<file path="config.mk">
export PLATFORM = sky130hd
export DESIGN_NAME = rxparity_flat
export DESIGN_NICKNAME = d
export VERILOG_FILES = /design/src/rtl/rxparity_if.sv /design/src/rtl/rxparity.sv /design/src/flat_wrapper.sv
export SDC_FILE = /design/constraint.sdc
export NUM_CORES = 1
export LEC_CHECK = 0
export CORE_ASPECT_RATIO = 0.9
export CORE_MARGIN = 5
export CORE_UTILIZATION = 35
export CTS_CLUSTER_SIZE = 20
export DETAILED_ROUTE_END_ITERATION = 8
export PLACE_DENSITY = 0.56
export RECOVER_POWER = 100
export SYNTH_ARGS = -nofsm -noshare
export SYNTH_HDL_FRONTEND = slang
export SYNTH_SLANG_ARGS = --single-unit
</file>
<file path="constraint.sdc">
create_clock -name i_Pclk -period 2.3 [get_ports i_Pclk]
set_input_delay 0.575 -clock i_Pclk [delete_from_list [all_inputs] [get_ports i_Pclk]]
set_output_delay 0.575 -clock i_Pclk [all_outputs]
set_load 0.05 [all_outputs]
</file>
<file path="src/rtl/rxparity_if.sv">
// rxparity_if: serial line, parity mode and decoded-frame signals of the USRT receiver.
interface rxparity_if #(parameter int DATA_BITS = 8);
  logic                 rx;
  logic [1:0]           parity;
  logic [DATA_BITS-1:0] data;
  logic                 valid;
  logic                 parity_err;
  logic                 frame_err;
  logic                 busy;
  modport master (output rx, parity, input data, valid, parity_err, frame_err, busy);
  modport slave  (input rx, parity, output data, valid, parity_err, frame_err, busy);
endinterface

</file>
<file path="src/rtl/rxparity.sv">
// rxparity: synchronous serial frame decoder with optional odd/even parity and stop-bit check.
module rxparity #(
  parameter int DATA_BITS = 8
) (
  input logic      i_Pclk,
  input logic      i_Rst_n,
  rxparity_if.slave bus
);
  typedef enum logic [2:0] {IDLE, DATA, PARITY, STOP, BREAK} state_t;
  localparam int CW = DATA_BITS > 1 ? $clog2(DATA_BITS) : 1;
  state_t               state, state_nx;
  logic [1:0]           mode;
  logic [DATA_BITS-1:0] sh;
  logic [CW-1:0]        cnt;
  logic                 pbit;
  logic                 last, par_en;
  assign last   = cnt == CW'(DATA_BITS - 1);
  assign par_en = mode == 2'b01 || mode == 2'b10;
  always_ff @(posedge i_Pclk or negedge i_Rst_n)
    if (!i_Rst_n) state <= IDLE;
    else state <= state_nx;
  always_comb begin
    state_nx = state;
    case (state)
      IDLE:    state_nx = bus.rx ? IDLE : DATA;
      DATA:    state_nx = !last ? DATA : par_en ? PARITY : STOP;
      PARITY:  state_nx = STOP;
      default: state_nx = bus.rx ? IDLE : BREAK;
    endcase
  end
  always_comb bus.busy = state != IDLE;
  // The mode is captured with the start bit so mid-frame changes are ignored.
  always_ff @(posedge i_Pclk or negedge i_Rst_n)
    if (!i_Rst_n) begin
      mode           <= '0;
      sh             <= '0;
      cnt            <= '0;
      pbit           <= 1'b0;
      bus.data       <= '0;
      bus.valid      <= 1'b0;
      bus.parity_err <= 1'b0;
      bus.frame_err  <= 1'b0;
    end else begin
      bus.valid <= state == STOP;
      if (state == IDLE && !bus.rx) begin
        mode <= bus.parity;
        cnt  <= '0;
      end
      if (state == DATA) begin
        sh  <= DATA_BITS'({bus.rx, sh} >> 1);
        cnt <= cnt + 1'b1;
      end
      if (state == PARITY) pbit <= bus.rx;
      if (state == STOP) begin
        bus.data       <= sh;
        bus.parity_err <= mode == 2'b01 ? ~(^{sh, pbit}) : mode == 2'b10 ? ^{sh, pbit} : 1'b0;
        bus.frame_err  <= ~bus.rx;
      end
    end
endmodule

</file>
<file path="src/flat_wrapper.sv">
// flat-port wrapper written by rule: the top's interface ports become plain ports
module rxparity_flat 
#(
  parameter int DATA_BITS = 8
)
  (i_Pclk, i_Rst_n, bus_rx, bus_parity, bus_data, bus_valid, bus_parity_err, bus_frame_err, bus_busy);
  rxparity_if #(.DATA_BITS(DATA_BITS)) bus_i ();
  input logic i_Pclk;
  input logic i_Rst_n;
  input wire logic [$bits(bus_i.rx)-1:0] bus_rx;
  input wire logic [$bits(bus_i.parity)-1:0] bus_parity;
  output wire logic [$bits(bus_i.data)-1:0] bus_data;
  output wire logic [$bits(bus_i.valid)-1:0] bus_valid;
  output wire logic [$bits(bus_i.parity_err)-1:0] bus_parity_err;
  output wire logic [$bits(bus_i.frame_err)-1:0] bus_frame_err;
  output wire logic [$bits(bus_i.busy)-1:0] bus_busy;
  assign bus_i.rx = bus_rx;
  assign bus_i.parity = bus_parity;
  assign bus_data = bus_i.data;
  assign bus_valid = bus_i.valid;
  assign bus_parity_err = bus_i.parity_err;
  assign bus_frame_err = bus_i.frame_err;
  assign bus_busy = bus_i.busy;
  rxparity #(.DATA_BITS(DATA_BITS)) u_core (.i_Pclk(i_Pclk), .i_Rst_n(i_Rst_n), .bus(bus_i));
endmodule
</file>
## After elaboration in Yosys (flattened, before gate mapping)

Index checks and enable logic that the tools add are counted.

- Add/sub/neg operators: 1
- Equal/unequal tests: 6
- Multiplexer cells: 9
- Bitwise operators: 2
- Reduce and logical (&&, ||, !) cells: 7

Operators by type and width:

| cell | count |
|---|---|
| 2-to-1 mux 3 bit | 4 |
| one-hot mux 3 bit (3 select lines) | 1 |
| parity 9 bit | 1 |
| equality test 3 x 2 -> 1 bit, second input constant | 2 |
| 2-to-1 mux 1 bit | 4 |
| adder 3 x 1 -> 3 bit, second input constant | 1 |
| equality test 3 x 1 -> 1 bit, second input constant | 1 |
| equality test 3 bit, second input constant | 1 |
| logical NOT 3 bit | 1 |
| nonzero test 3 bit | 1 |
| equality test 2 x 1 -> 1 bit, second input constant | 1 |
| equality test 2 bit, second input constant | 1 |
| NOT 1 bit | 2 |
| nonzero test 2 bit | 1 |
| logical AND 1 bit | 1 |
| logical NOT 1 bit | 1 |
| logical OR 1 bit | 1 |

- Register bits: 28
- Input bits: 5
- Output and inout bits: 12
- Logic and storage cells: 34

## Logic depth before layout (Yosys ltp)

- Depth after elaboration: 5
- Depth in mapped cells: 6

## Least setup slack after synthesis

Ideal clock, no wire load.

- Path type: register to register
- Start: register u_core.sh[1]
- End: register u_core.bus.parity_err
- Library setup time: 124 ps
- Data arrival time: 1535 ps
- Required time: 2176 ps
- Slack: 641 ps
- Cell stages (with the launch flop): 5
- Buffers on the path: 0
- Cells stage by stage: dfrtp_1 > xor2_1 > xnor3_1 > mux2_4 > a211o_1

- Longest elaborated chain between the ends: 3

Ends and longest elaborated chain:

| what | RTL line | RTL |
|---|---|---|
| start: declaration | rxparity.sv:13 | `logic [DATA_BITS-1:0] sh;` |
| start signal: assignment | rxparity.sv:50 | `sh <= DATA_BITS'({bus.rx, sh} >> 1);` |
| parity 9 bit * | rxparity.sv:56 | `bus.parity_err <= mode == 2'b01 ? ~(^{sh, pbit}) : mode == 2'b10 ? ^{sh, pbit} : 1'b0;` |
| 2-to-1 mux 1 bit or NOT 1 bit (tied branches) | rxparity.sv:56 |  |
| 2-to-1 mux 1 bit * | rxparity.sv:56 |  |
| end signal: assignment | rxparity.sv:56 |  |
| end: declaration | rxparity_if.sv:11 | `modport slave (input rx, parity, output data, valid, parity_err, frame_err, busy);` |

Every way passes the cells marked *; elsewhere a longest branch is shown, timed or not.
A chain may end at the register's enable or synchronous reset.

## Final worst setup path

- Start: register u_core.bus.parity_err
- End: output bus_parity_err

RTL lines:

| what | RTL line | RTL |
|---|---|---|
| end: declaration | flat_wrapper.sv:14 | `output wire logic [$bits(bus_i.parity_err)-1:0] bus_parity_err;` |

No word-level cell between the ends.

==> out/metrics.yaml <==
setup_path:
  slowest_delay_ns: 0.88
  path_class: "register to output port"
  worstPathMaxFanout: 2
  cp.arrival_ns: 1.52
  cp.required_ns: 1.73
  worst_setup_path_start_kind: "register"
  critPathCaptureType: "output port"
  critPathTopFamily: "buffers and inverters"
  crit_path_cell_trace: "dlygate4sd3_1"
  cp.buffers_inverters: 1
  crit_slowest_cell: "dlygate4sd3_1"
placement:
  io_buffer_count: 16
  routabilityCongestion: 0.760
  dp_hpwl_mm: 1.68
  placed_area_sq_um: 1490
finish:
  area_growth_pct: 21.6
  mostFrequentLayoutCell: "nand2_1"
  n_antenna_cell: 0
  drive_above_1_share_pct: 4.61
  most-common-layout-cells: "nand2_1 (55), dfrtp_1 (28), dlygate4sd3_1 (13)"
  fin_nets: 162
  fin_area_sq_um: 1550
floorplanning:
  initial_core_util_pct: 36.9
  ios: 17
  die_y_um: 67.2
  dieArea_sq_um: 4950
  core_sq_um: 3450
  rows: 20
  die_w_um: 73.6
job:
  maxCapViolCount: 0
synth:
  synth_area_sq_um: 1270
  muxShareOfSynthArea_pct: 2.85
  synth_top_family_by_area: "simple AND/OR/NAND/NOR gates"
  yosys_register_bits: 28
  synthSimpleGateAreaFrac_pct: 23.8
  yosysWarnings: 0
  avgSynthCellArea_sq_um: 9.58
  yosys.area_share.adder_pct: 3.93
  synth_xor_area_share_pct: 7.47
  synth_nets: 142
  ys_seq_area_share_pct: 55.0
  synth_cell_types: 22
  synth_cells: 133
  synth_compound_area_share_pct: 4.62
route:
  routed_wl_mm: 2.35
  drc_errors: 0
  firstDrtPassIters: 4
  drtIter0Drc: 47
  dr_total_vias: 897
  via_per_inst: 4.58
  wl_per_cell_um: 12.0
  detail-route-antenna-nets: 0
clocking:
  clock_tree.root_cell: "clkbuf_8"
  hold_buffers: 0
  insertion_delay_ns: 0.27
  clkSinkCount: 28
  clk_pin_slew_ns: 0.09
  post_cts_resized: 0
  tritoncts: "built"
  numCtsBuffers: 3
  cts_buffer_depth: 2
  htree_levels: 1
  post_cts.repair.setup_buffers: 0
hold_path:
  hp-class: "register to register"
timing:
  rsz0062_at_grt: "no"
  fin_setup_tns_ns: 0
  final_hold_viol_count: 0
  setup_violations: 0
  tightest_slew_ns: 0.756
  final_period_minus_worst_setup_slack_ns: 2.09
  finalCritPeriodShare_pct: 90.9
  timing_max_transition_violations_final: 0
  fmax_mhz: 478
  skew_ns: 0.00705
  relSlewSlack_pct: 49.5
power:
  p_leak_nw: 0.808
  vdd_drop_max_v: 0.000665
  powerDensity_nw_per_um2: 1570
grt:
  grt_max_degree: 29
  overflow: 0
  track_usage_pct: 10.9
  grt_pass1_vias: 921
  grt_pass1_wl_mm: 4.20
  grt_antenna_before_repair: 0
outcome:
  status: "completed"
-- layout make-up --
class                      count  area [sq um]
clock inverter                 1          30.0
sequential                    28           701
timing repair buffer          19           168
tap                           44          55.1
clock buffer                   3          41.3
multi-input combinational     97           539
inverter                       4          15.0
fill                         338          1900
-- worst register-to-register path, stage by stage (launching register included) --
cell and delay (ns):
dfrtp_1 0.43, xor2_1 0.17, xnor3_1 0.44, mux2_1 0.34, a211o_1 0.27
-- power breakdown --
group          switching [mW]  internal [mW]  leakage, nW  total, mW
Clock                   0.152          0.233       0.0357      0.385
Sequential              0.167          0.698        0.358      0.865
Combinational           0.711          0.466        0.414       1.18
Total                    1.03           1.40        0.808       2.43
-- registers in the layout, summed over array words and instances (netlist names) --
register               flops
u_core.mode                2
u_core.bus.frame_err       1
u_core.bus.data            8
u_core.pbit                1
u_core.bus.valid           1
u_core.sh                  8
u_core.state               3
u_core.bus.parity_err      1
u_core.cnt                 3
-- per-stage QoR --
step	worst slack, ns	total power, mW	hold WS, ns	instances	util, %
floorplan	0.641	1.79	0.279	133	-
global placement	0.530	2.10	0.458	192	43.3
detailed placement	0.469	2.13	0.464	192	43.3
CTS	0.255	2.52	0.489	196	45.3
global route	0.152	2.63	0.502	196	44.9
finish	0.210	2.43	0.473	196	44.9
-- per-layer routing --
metal / GRT usage (%) / vias to the layer above / routed length (um)
li1: - / 460 / -
met3: 3.57 / 2 / 110
met4: 2.71 / 0 / 18
met5: 0 / - / 0
met2: 18.1 / 15 / 1120
met1: 13.8 / 420 / 1100
-- synth_stat cells --
master | n | area [sq um]
nand2_1 | 55 | 206
dfrtp_1 | 28 | 701
o21ai_0 | 6 | 30.0
nor2_1 | 5 | 18.8
a21oi_1 | 4 | 20.0
clkbuf_1 | 4 | 15.0
ha_1 | 4 | 50.1
inv_1 | 4 | 15.0
nand2b_1 | 3 | 18.8
nor3_1 | 3 | 15.0
nand3_1 | 2 | 10.0
nand3b_1 | 2 | 15.0
nor2b_1 | 2 | 12.5
xnor2_1 | 2 | 17.5
xnor3_1 | 2 | 45.0
a211o_1 | 1 | 8.76
mux2_2 | 1 | 11.3
mux2_4 | 1 | 15.0
mux2i_1 | 1 | 10.0
or3_1 | 1 | 6.26
xor2_1 | 1 | 8.76
xor3_1 | 1 | 23.8
-- worst paths after layout --
kind                                                   startpoint                                end  slack, ns  cells after the start
worst max-delay path            u_core.bus.parity_err$_DFFE_PN0P_                     bus_parity_err       0.21                      1
worst max register to register           u_core.sh[1]$_DFFE_PN0P_  u_core.bus.parity_err$_DFFE_PN0P_       0.53                      4
min in group asynchronous                                 i_Rst_n     u_core.bus.data[2]$_DFFE_PN0P_       0.87                      2
worst min register to register     u_core.bus.data[6]$_DFFE_PN0P_     u_core.bus.data[6]$_DFFE_PN0P_       0.47                      2
max in group asynchronous                                 i_Rst_n           u_core.sh[6]$_DFFE_PN0P_       0.98                      2
worst min-delay path               u_core.bus.data[6]$_DFFE_PN0P_     u_core.bus.data[6]$_DFFE_PN0P_       0.47                      2
-- cell families after synthesis --
logic type / after synthesis
flops: 28
xor+xnor: 6
buf+inv: 8
mux: 3
simple gates: 73
compound gates: 11
fa+ha+maj: 4
No activity file was read; power rests on OpenSTA's default activity.
